### src/rtl/mem_seq_pkg.sv
// Shared types and encodings for the memory access sequencer.
package mem_seq_pkg;

   typedef enum logic [2:0] {
      IDLE,
      FETCH,
      EXEC,
      DATA,
      WB
   } state_t;

   localparam logic [6:0] OP_LOAD  = 7'b0000011;
   localparam logic [6:0] OP_STORE = 7'b0100011;

   localparam logic [2:0] F3_B  = 3'b000;
   localparam logic [2:0] F3_H  = 3'b001;
   localparam logic [2:0] F3_W  = 3'b010;
   localparam logic [2:0] F3_BU = 3'b100;
   localparam logic [2:0] F3_HU = 3'b101;

endpackage

### src/rtl/mem_lane_align.sv
// Byte-lane steering: store data replication and strobes, load extraction and sign/zero extension.
module mem_lane_align
   import mem_seq_pkg::*;
(
   input  logic [2:0]  funct3,
   input  logic [1:0]  addr_lo,
   input  logic [31:0] store_data,
   input  logic [31:0] rdata,
   output logic [31:0] wdata,
   output logic [3:0]  wstrb,
   output logic [31:0] load_val
);

   logic [7:0]  byte_sel;
   logic [15:0] half_sel;

   // Store funct3 only distinguishes byte/half/word, so the unsigned bit is ignored here.
   always_comb begin
      wdata = store_data;
      wstrb = 4'b1111;
      case (funct3[1:0])
         2'b00: begin
            wdata = {4{store_data[7:0]}};
            wstrb = 4'b0001 << addr_lo;
         end
         2'b01: begin
            wdata = {2{store_data[15:0]}};
            wstrb = addr_lo[1] ? 4'b1100 : 4'b0011;
         end
         default: ;
      endcase
   end

   always_comb begin
      case (addr_lo)
         2'd0:    byte_sel = rdata[7:0];
         2'd1:    byte_sel = rdata[15:8];
         2'd2:    byte_sel = rdata[23:16];
         default: byte_sel = rdata[31:24];
      endcase
      half_sel = addr_lo[1] ? rdata[31:16] : rdata[15:0];
      case (funct3)
         F3_B:    load_val = {{24{byte_sel[7]}}, byte_sel};
         F3_BU:   load_val = {24'b0, byte_sel};
         F3_H:    load_val = {{16{half_sel[15]}}, half_sel};
         F3_HU:   load_val = {16'b0, half_sel};
         F3_W:    load_val = rdata;
         default: load_val = rdata;
      endcase
   end

endmodule

### src/rtl/mem_access_sequencer.sv
// Fetch / data / commit sequencer sharing one memory port with an RV32I datapath.
// Define MEM_TIMEOUT_EN to abort stalled transfers after TIMEOUT_CYC cycles and raise bus_err.
module mem_access_sequencer
   import mem_seq_pkg::*;
#(
   parameter int CNT_W       = 32,
   parameter int TIMEOUT_CYC = 255
) (
   input  logic             clk,
   input  logic             reset,
   input  logic             halt,
   input  logic [31:0]      pc,
   input  logic [31:0]      dm_addr,
   input  logic [31:0]      dm_wdata,
   output logic [31:0]      instr,
   output logic             instr_valid,
   output logic [31:0]      load_data,
   output logic             commit,
   output logic             busy,
   output logic             mem_req,
   output logic             mem_we,
   output logic [31:0]      mem_addr,
   output logic [31:0]      mem_wdata,
   output logic [3:0]       mem_wstrb,
   input  logic [31:0]      mem_rdata,
   input  logic             mem_ack,
   output logic [CNT_W-1:0] instret,
   output logic             bus_err
);

   state_t            state_q, state_d;
   logic [31:0]       instr_q, instr_d;
   logic [31:0]       load_data_q, load_data_d;
   logic [CNT_W-1:0]  instret_q, instret_d;

   logic        is_load, is_store, in_xfer, timeout_hit, err_lock;
   logic [31:0] align_wdata, align_load;
   logic [3:0]  align_wstrb;
   logic        unused_pc_lo;

   assign unused_pc_lo = ^pc[1:0];
   assign is_load      = (instr_q[6:0] == OP_LOAD);
   assign is_store     = (instr_q[6:0] == OP_STORE);
   assign in_xfer      = (state_q == FETCH) || (state_q == DATA);

   mem_lane_align u_align (
      .funct3     (instr_q[14:12]),
      .addr_lo    (dm_addr[1:0]),
      .store_data (dm_wdata),
      .rdata      (mem_rdata),
      .wdata      (align_wdata),
      .wstrb      (align_wstrb),
      .load_val   (align_load)
   );

`ifdef MEM_TIMEOUT_EN
   localparam int WAIT_W = $clog2(TIMEOUT_CYC + 1);

   logic [WAIT_W-1:0] wait_cnt_q, wait_cnt_d;
   logic              bus_err_q, bus_err_d;

   // The count restarts whenever a transfer completes, so each new request starts from zero.
   always_comb begin
      timeout_hit = in_xfer && !mem_ack && (wait_cnt_q == WAIT_W'(TIMEOUT_CYC - 1));
      wait_cnt_d  = (in_xfer && !mem_ack && !timeout_hit) ? wait_cnt_q + 1'b1 : '0;
      bus_err_d   = bus_err_q | timeout_hit;
   end

   always_ff @(posedge clk) begin
      if (reset) begin
         wait_cnt_q <= '0;
         bus_err_q  <= 1'b0;
      end else begin
         wait_cnt_q <= wait_cnt_d;
         bus_err_q  <= bus_err_d;
      end
   end

   assign err_lock = bus_err_q;
   assign bus_err  = bus_err_q;
`else
   logic unused_timeout_cfg;

   assign unused_timeout_cfg = (TIMEOUT_CYC != 0);
   assign timeout_hit        = 1'b0;
   assign err_lock           = 1'b0;
   assign bus_err            = 1'b0;
`endif

   always_comb begin
      state_d     = state_q;
      instr_d     = instr_q;
      load_data_d = load_data_q;
      mem_req     = 1'b0;
      mem_we      = 1'b0;
      mem_addr    = 32'b0;
      mem_wdata   = 32'b0;
      mem_wstrb   = 4'b0;
      commit      = 1'b0;
      case (state_q)
         IDLE: begin
            if (!halt && !err_lock) state_d = FETCH;
         end
         FETCH: begin
            mem_req  = 1'b1;
            mem_addr = {pc[31:2], 2'b00};
            if (mem_ack) begin
               instr_d = mem_rdata;
               state_d = EXEC;
            end else if (timeout_hit) begin
               state_d = IDLE;
            end
         end
         EXEC: begin
            if (is_load || is_store) begin
               state_d = DATA;
            end else begin
               commit  = 1'b1;
               state_d = halt ? IDLE : FETCH;
            end
         end
         DATA: begin
            mem_req  = 1'b1;
            mem_we   = is_store;
            mem_addr = {dm_addr[31:2], 2'b00};
            if (is_store) begin
               mem_wdata = align_wdata;
               mem_wstrb = align_wstrb;
            end
            // Stores retire on the ack itself; loads need one more cycle to present load_data.
            if (mem_ack) begin
               if (is_store) begin
                  commit  = 1'b1;
                  state_d = halt ? IDLE : FETCH;
               end else begin
                  load_data_d = align_load;
                  state_d     = WB;
               end
            end else if (timeout_hit) begin
               state_d = IDLE;
            end
         end
         WB: begin
            commit  = 1'b1;
            state_d = halt ? IDLE : FETCH;
         end
         default: state_d = IDLE;
      endcase
      instret_d = commit ? instret_q + CNT_W'(1) : instret_q;
   end

   always_ff @(posedge clk) begin
      if (reset) begin
         state_q     <= IDLE;
         instr_q     <= 32'b0;
         load_data_q <= 32'b0;
         instret_q   <= '0;
      end else begin
         state_q     <= state_d;
         instr_q     <= instr_d;
         load_data_q <= load_data_d;
         instret_q   <= instret_d;
      end
   end

   assign instr       = instr_q;
   assign instr_valid = (state_q == EXEC) || (state_q == DATA) || (state_q == WB);
   assign busy        = (state_q != IDLE);
   assign load_data   = load_data_q;
   assign instret     = instret_q;

endmodule

### config.mk
export PLATFORM = sky130hd
export DESIGN_NAME = mem_access_sequencer
export DESIGN_NICKNAME = d
export VERILOG_FILES = /design/src/rtl/mem_seq_pkg.sv /design/src/rtl/mem_lane_align.sv /design/src/rtl/mem_access_sequencer.sv
export SDC_FILE = /design/constraint.sdc
export NUM_CORES = 1
export LEC_CHECK = 0
export CORE_MARGIN = 1.5
export CORE_UTILIZATION = 30
export CTS_BUF_LIST = sky130_fd_sc_hd__clkbuf_8
export DETAILED_ROUTE_END_ITERATION = 10
export PLACE_DENSITY = 0.73
export SYNTH_ARGS = -nofsm -noshare
export SYNTH_HDL_FRONTEND = slang
export SYNTH_SLANG_ARGS = --single-unit
### constraint.sdc
create_clock -name clk -period 1.72 [get_ports clk]
set_input_delay 0.344 -clock clk [delete_from_list [all_inputs] [get_ports clk]]
set_output_delay 0.344 -clock clk [all_outputs]
set_load 0.01 [all_outputs]
==> results of run 1 <==
[cell families after synthesis]
group                      synth area share, %
and+or+nand+nor                          24.60
AOI/OAI and AO/OA                        26.68
DFF                                      36.94
buffers and inverters                    5.527
muxes                                    5.457
xor gates and xnor gates                0.4898
adders and majority gates               0.2332
other                                  0.06990
[registers in the layout (all words and copies together) (netlist names)]
signal / cells
instret: 32
load_data: 32
state_q: 3
instr: 32
[layout make-up]
class	count	share of cell area, %
timing repair buffer	490	41.50
timing repair inverter	1	0.07466
inverter	17	0.6719
tap	225	2.400
clock inverter	7	0.8426
multi-input combinational	523	36.06
clock buffer	9	1.056
sequential	99	17.40
[where the power goes]
| part | switching, W | total (W) | internal, W |
|---|---|---|---|
| sequential | 0.0000408 | 0.00237 | 0.00233 |
| combinational | 0.000777 | 0.00166 | 0.000884 |
| clock | 0.000914 | 0.00174 | 0.000831 |
[path summary, 6_finish.rpt]
| check | cells after the start | end | from | slack [ns] |
|---|---|---|---|---|
| setup reg to reg | 12 | instret[23] | instr[2] | -0.61 |
| hold / removal | 2 | instret[7] | reset | 0.29 |
| setup / recovery | 9 | mem_wstrb[0] | instr[2] | -0.65 |
| hold reg to reg | 2 | load_data[7] | load_data[7] | 0.46 |
[worst max-delay path, delay by kind of cell (launching register included)]
kind / cells / cell delay [ns]
buffers and inverters: 5 / 0.52
flip-flops: 1 / 0.34
AND/OR/NAND/NOR: 4 / 0.78
[per-layer routing]
| metal | vias to the layer above | global-route usage (%) |
|---|---|---|
| li1 | 3413 | - |
| met1 | 3657 | 34.14 |
| met2 | 312 | 42.07 |
| met3 | 89 | 6.519 |
| met4 | 0 | 9.102 |
| met5 | - | 0 |
[stage by stage]
step / instance area [sq um] / total power, W / std cells / setup WS (ns) / hold slack, ns
floorplan: 5604 / 0.002912 / 693 / -0.08875 / 0.4662
global placement: 9698 / 0.003721 / 1294 / -0.8181 / 0.4423
detailed placement: 9698 / 0.003732 / 1294 / -0.8478 / 0.4457
CTS: 10840 / 0.005628 / 1369 / -0.6673 / 0.2594
global route: 11730 / 0.005975 / 1371 / -0.7163 / 0.2887
finish: 11730 / 0.005776 / 1371 / -0.6491 / 0.2902
[layout by cell type, fill, tap and decap left out, types with 14 or more instances in the layout]
cell type	instances
nand2_4	38
buf_6	75
nor2_1	52
buf_12	19
buf_2	37
dlygate4sd2_1	30
mux2i_1	17
dfxtp_2	20
nand2_1	68
dlymetal6s2s_1	25
clkdlybuf4s50_1	169
a211oi_2	26
dfxtp_1	70
buf_4	120
inv_1	14
a22o_1	33
a21oi_1	27
a21oi_2	51
[repair_timing]
action,in CTS,in global routing
pin swaps,86,93
endpoints found under the setup margin,184,191
gates resized for setup,479,228
setup buffers,46,13
cloned,14,4
==> metrics.yaml, run 1 <==
run_status:
  status: "complete, but fails checks"
  failed_checks: "negative setup slack"
worst_setup_path:
  crit_path_max_fanout: 4
  path_cells: "and4bb_4 -> and2_4 -> nand3_4 -> buf_12 -> clkinv_8 -> buf_8 -> buf_6 -> and2_4 -> buf_6"
  critPathMaxStageDelay_ns: 0.35
  required_ns: 1.38
  worst_setup_path_end_kind: "output port"
  cp_slowest_cell: "and4bb_4"
  crit_arrival_ns: 2.03
  path_class: "register to output port"
  cp-start-kind: "register"
route:
  drt_iter0_markers: 569
  routedLengthMet1_um: 11140
  routedWlPerCell_um: 20.07
  wl_met3_um: 1774
  remaining_drc_errors: 0
  ant_nets: 0
  routed_via_density: 5.449
  dr.pass1.iters: 6
  num_vias: 7471
  dr_wl_met2_um: 13600
  routed_wl_um: 27520
  top_layer_used: "met4"
timing:
  rsz0062_at_grt: "true"
  worst_slack_ns: -0.6491
  drv_slew: 0
  hold_violations: 0
  tns_ns: -44.88
  max_freq_mhz: 422.1
  final.min_clock_period_ns: 2.369
  skew_ns: 0.01848
  setup_violations: 153
  post-route-period-util_pct: 137.7
cts:
  hold_buffers: 0
  numCtsBuffers: 9
  clock_latency_ns: 0.39
  cts_root_buffer: "clkbuf_8"
  clk_pin_slew_worst_paths_ns: 0.11
  htree_levels: 3
  clock_sinks: 99
  cts_tree: "yes"
  cts_buffer_depth: 2
synth:
  synth_common_cells: "115 x nand2_1, 99 x dfxtp_1, 81 x a21oi_1, 74 x nor2_1, 38 x clkbuf_1"
  yosys_warnings: 0
  synth_top_area_share_pct: 36.94
  avgSynthCellArea_sq_um: 7.764
  yosysUniqueCellTypes: 60
  synth_enable_flop_cells: 0
  synth_flop_cell: "dfxtp_1"
  syn_inst: 691
  ys_seq_area_share_pct: 36.94
  ys_ff_latch: 99
  yosysMostFrequentCell: "nand2_1"
  synth_largest_area_cell: "dfxtp_1"
  syn-cell-area_sq_um: 5365
  synth_area_leaders: "dfxtp_1 37%, nand2_1 8.0%, a21oi_1 7.6%"
  synth-async-reset-ratio_pct: 0
die:
  initial_core_util_pct: 30.91
  dieArea_sq_um: 18700
  boundaryPins: 302
  fp.dieH_um: 136.7
  rows: 48
  die_x_um: 136.7
  core_sq_um: 17360
power:
  cellLeakagePower_nw: 5.091
  p_per_area_nw_per_um2: 492.4
  max-vdd-ir-drop_v: 0.0006834
finish:
  multi_input_area_sq_um: 4230
  drive_above_1_share_pct: 46.77
  antenna_cells: 0
  seqCellArea_sq_um: 2041
  final_net_count: 1274
  area_delta_synth_final_pct: 118.7
  utilization_pct: 67.59
  fillers: 1308
grt:
  grt_pass1_wl_um: 37830
  grt_overflow: 0
  antenna_found_initial: 0
  grt.total_usage_pct: 26.22
  grt_max_degree: 60
  grt_pass1_vias: 6837
placed_design:
  place_congestion: 0.8637
  post-dp-hpwl_um: 17070
  io_buffer_count: 296
hold_path:
  hp-class: "input port to register"
job:
  cap_violations: 0
Note: power is estimated with default switching activity, not from simulation.
==> inputs of run 2 (changes only) <==
--- a/config.mk
+++ b/config.mk
@@ -9,7 +9,7 @@
 export CORE_UTILIZATION = 30
 export CTS_BUF_LIST = sky130_fd_sc_hd__clkbuf_8
 export DETAILED_ROUTE_END_ITERATION = 10
-export PLACE_DENSITY = 0.73
+export PLACE_DENSITY = 0.7
 export SYNTH_ARGS = -nofsm -noshare
 export SYNTH_HDL_FRONTEND = slang
 export SYNTH_SLANG_ARGS = --single-unit
==> constraint.sdc (replaced) <==
create_clock -name clk -period 2.9 [get_ports clk]
set_input_delay 0.58 -clock clk [delete_from_list [all_inputs] [get_ports clk]]
set_output_delay 0.58 -clock clk [all_outputs]
set_load 0.01 [all_outputs]
==> run 2 against run 1 <==
Compared with the run above:
- the flow now finishes without violations
- register-to-register slack gained 1.3 ns
- power shrank 49%
- count of clock-buffer cells in the layout is the same
- sequential power shrank 41%
- critical path depth shrank 3
- non-clock buffer count shrank 151
- clock power shrank 52%
- cell count shrank 11%
- critical path type is now input port to output port
- largest cell class unchanged
==> metrics.yaml, run 2 (synthesized netlist as in run 1, its figures left out) <==
run_status:
  status: "finished clean"
placed_design:
  place_congestion: 0.8296  # -3.9%
  post-place-ws_ns: -0.1680  # +0.6797 ns
  place_area_sq_um: 8717  # -10%
  io_buffer_count: 296  # unchanged
  post-dp-hpwl_um: 16750  # -1.9%
grt:
  antenna_found_initial: 0  # unchanged
  grt.total_usage_pct: 22.01  # -4.2 points
  grt_max_degree: 55  # -8.3%
  grt_pass1_wl_um: 31300  # -17%
  grt_overflow: 0  # unchanged
  grt_pass1_vias: 5698  # -17%
worst_setup_path:
  r2r_end: "load_data[22]"
  cp-endpoint: "commit"
  worst_setup_path_end_kind: "output port"
  setup.worst_path.start: "mem_ack"
  crit_arrival_ns: 2.25  # +0.22 ns
  required_ns: 2.32  # +0.94 ns
  r2r_slack_ns: 0.65  # +1.26 ns
  path_class: "input port to output port"
  rr_worst_depth: 6  # -6
  r2r_start: "instr[3]"
  crit_path_max_fanout: 2  # -2
  cp-start-kind: "input port"
power:
  p_per_area_nw_per_um2: 330.5  # -33%
  cellLeakagePower_nw: 3.184  # -37%
  max-vdd-ir-drop_v: 0.0001843  # -73%
cts:
  cts_root_buffer: "clkbuf_8"
  htree_levels: 3  # unchanged
  clock_latency_ns: 0.39  # about the same
  clk_pin_slew_worst_paths_ns: 0.11  # about the same
  cts_buffer_depth: 2  # unchanged
  numCtsBuffers: 9  # unchanged
  hold_buffers: 0  # unchanged
  cts_tree: "yes"
  clock_sinks: 99  # unchanged
die:
  rows: 48  # unchanged
  fp.dieH_um: 136.7  # unchanged
  boundaryPins: 302  # unchanged
  dieArea_sq_um: 18700  # unchanged
  die_x_um: 136.7  # unchanged
  core_sq_um: 17360  # unchanged
  initial_core_util_pct: 30.91  # unchanged
finish:
  layout_common_cells: "283 x clkdlybuf4s50_1, 115 x nand2_1, 98 x dfxtp_1"
  fillers: 1711  # +31%
  layout_commonest_cell: "clkdlybuf4s50_1"
  antenna_cells: 0  # unchanged
  area_delta_synth_final_pct: 66.35
  drive_above_1_share_pct: 8.661  # -38 points
  final_net_count: 1122  # -12%
  stdcell_area_sq_um: 8925  # -24%
route:
  remaining_drc_errors: 0  # unchanged
  drt_iter0_markers: 371  # -35%
  routed_wl_um: 21300  # -23%
  routed_via_density: 5.158  # -5.3%
  routedWlPerCell_um: 17.49  # -13%
  num_vias: 6283  # -16%
  ant_nets: 0  # unchanged
  dr.pass1.iters: 8  # +2
timing:
  final.min_clock_period_ns: 2.830
  tns_ns: 0  # +44.88 ns
  setup_violations: 0  # -100%
  skew_ns: 0.01946  # +0.0009864 ns
  slew_headroom_pct: 31.30
  rsz0062_at_grt: "false"
  max_freq_mhz: 353.4
  hold_violations: 0  # unchanged
  post-route-period-util_pct: 97.57
  worst_slack_ns: 0.07041  # +0.7195 ns
  drv_slew: 0  # unchanged
  worst_slew_pin_slew_ns: 1.027
job:
  cap_violations: 0  # unchanged
hold_path:
  hp-class: "register to register"
==> run 2: routing by layer <==
layer / vias to the layer above / routed length, um / track usage [%] / share of wire [%]
met2: 235 / 10660 / 37.66 / 50
met3: 25 / 1477 / 6.111 / 6.9
met4: 0 / 345 / 5.437 / 1.6
li1: 3096 / - / - / -
met1: 2927 / 8809 / 27.20 / 41
met5: - / 0 / 0 / 0
==> run 2: how the worst min path moves through the flow <==
| stage | start | endpoint | slack, ns | cells after the start |
|---|---|---|---|---|
| floorplan | instr[10] | instr[10] | 0.48 | 2 |
| global route | load_data[7] | load_data[7] | 0.48 | 2 |
| finish | instr[15] | instr[15] | 0.46 | 2 |
| global placement | instr[19] | instr[19] | 0.44 | 2 |
| CTS | instr[15] | instr[15] | 0.46 | 2 |
| detailed placement | instr[9] | instr[9] | 0.45 | 2 |
==> run 2: cell type report <==
cell class                 count  area, sq um  share of cell area (%)
clock buffer                   9        123.9                   1.388
clock inverter                 6        40.04                  0.4486
inverter                      17        66.31                  0.7430
timing repair buffer         339         3298                   36.95
sequential                    99         1983                   22.22
multi-input combinational    523         3132                   35.09
tap                          225        281.5                   3.154
==> run 2: repair_timing <==
action / in CTS / in global routing
setup endpoints to repair: 37 / 38
pin swaps: 0 / 1
buffers inserted: 0 / 0
gates resized for setup: 10 / 11
==> run 2: through the flow <==
stage          std cells  hold slack (ns)  power [W]  util, %
3_3_place_gp        1203           0.4408   0.002141    50.22
4_1_cts             1218           0.4613   0.002977    51.20
2_1_floorplan        693           0.4805   0.001719        -
5_1_grt             1218           0.4803   0.003083    51.42
3_5_place_dp        1203           0.4466   0.002145    50.22
6_report            1218           0.4591   0.002950    51.42
==> run 2: worst max-delay path, stage by stage <==
cell	delay [ns]
clkdlybuf4s50_1	0.49
and4b_1	0.21
and4_1	0.29
nor3_4	0.07
inv_2	0.06
clkdlybuf4s50_1	0.54
==> run 2: report_power, final <==
group | switching (W) | leakage [nW] | internal [W] | total, W
clock network | 0.000521 | 0.0914 | 0.000311 | 0.000832
logic | 0.000321 | 2.29 | 0.000391 | 0.000711
registers | 0.0000175 | 0.801 | 0.00139 | 0.00141
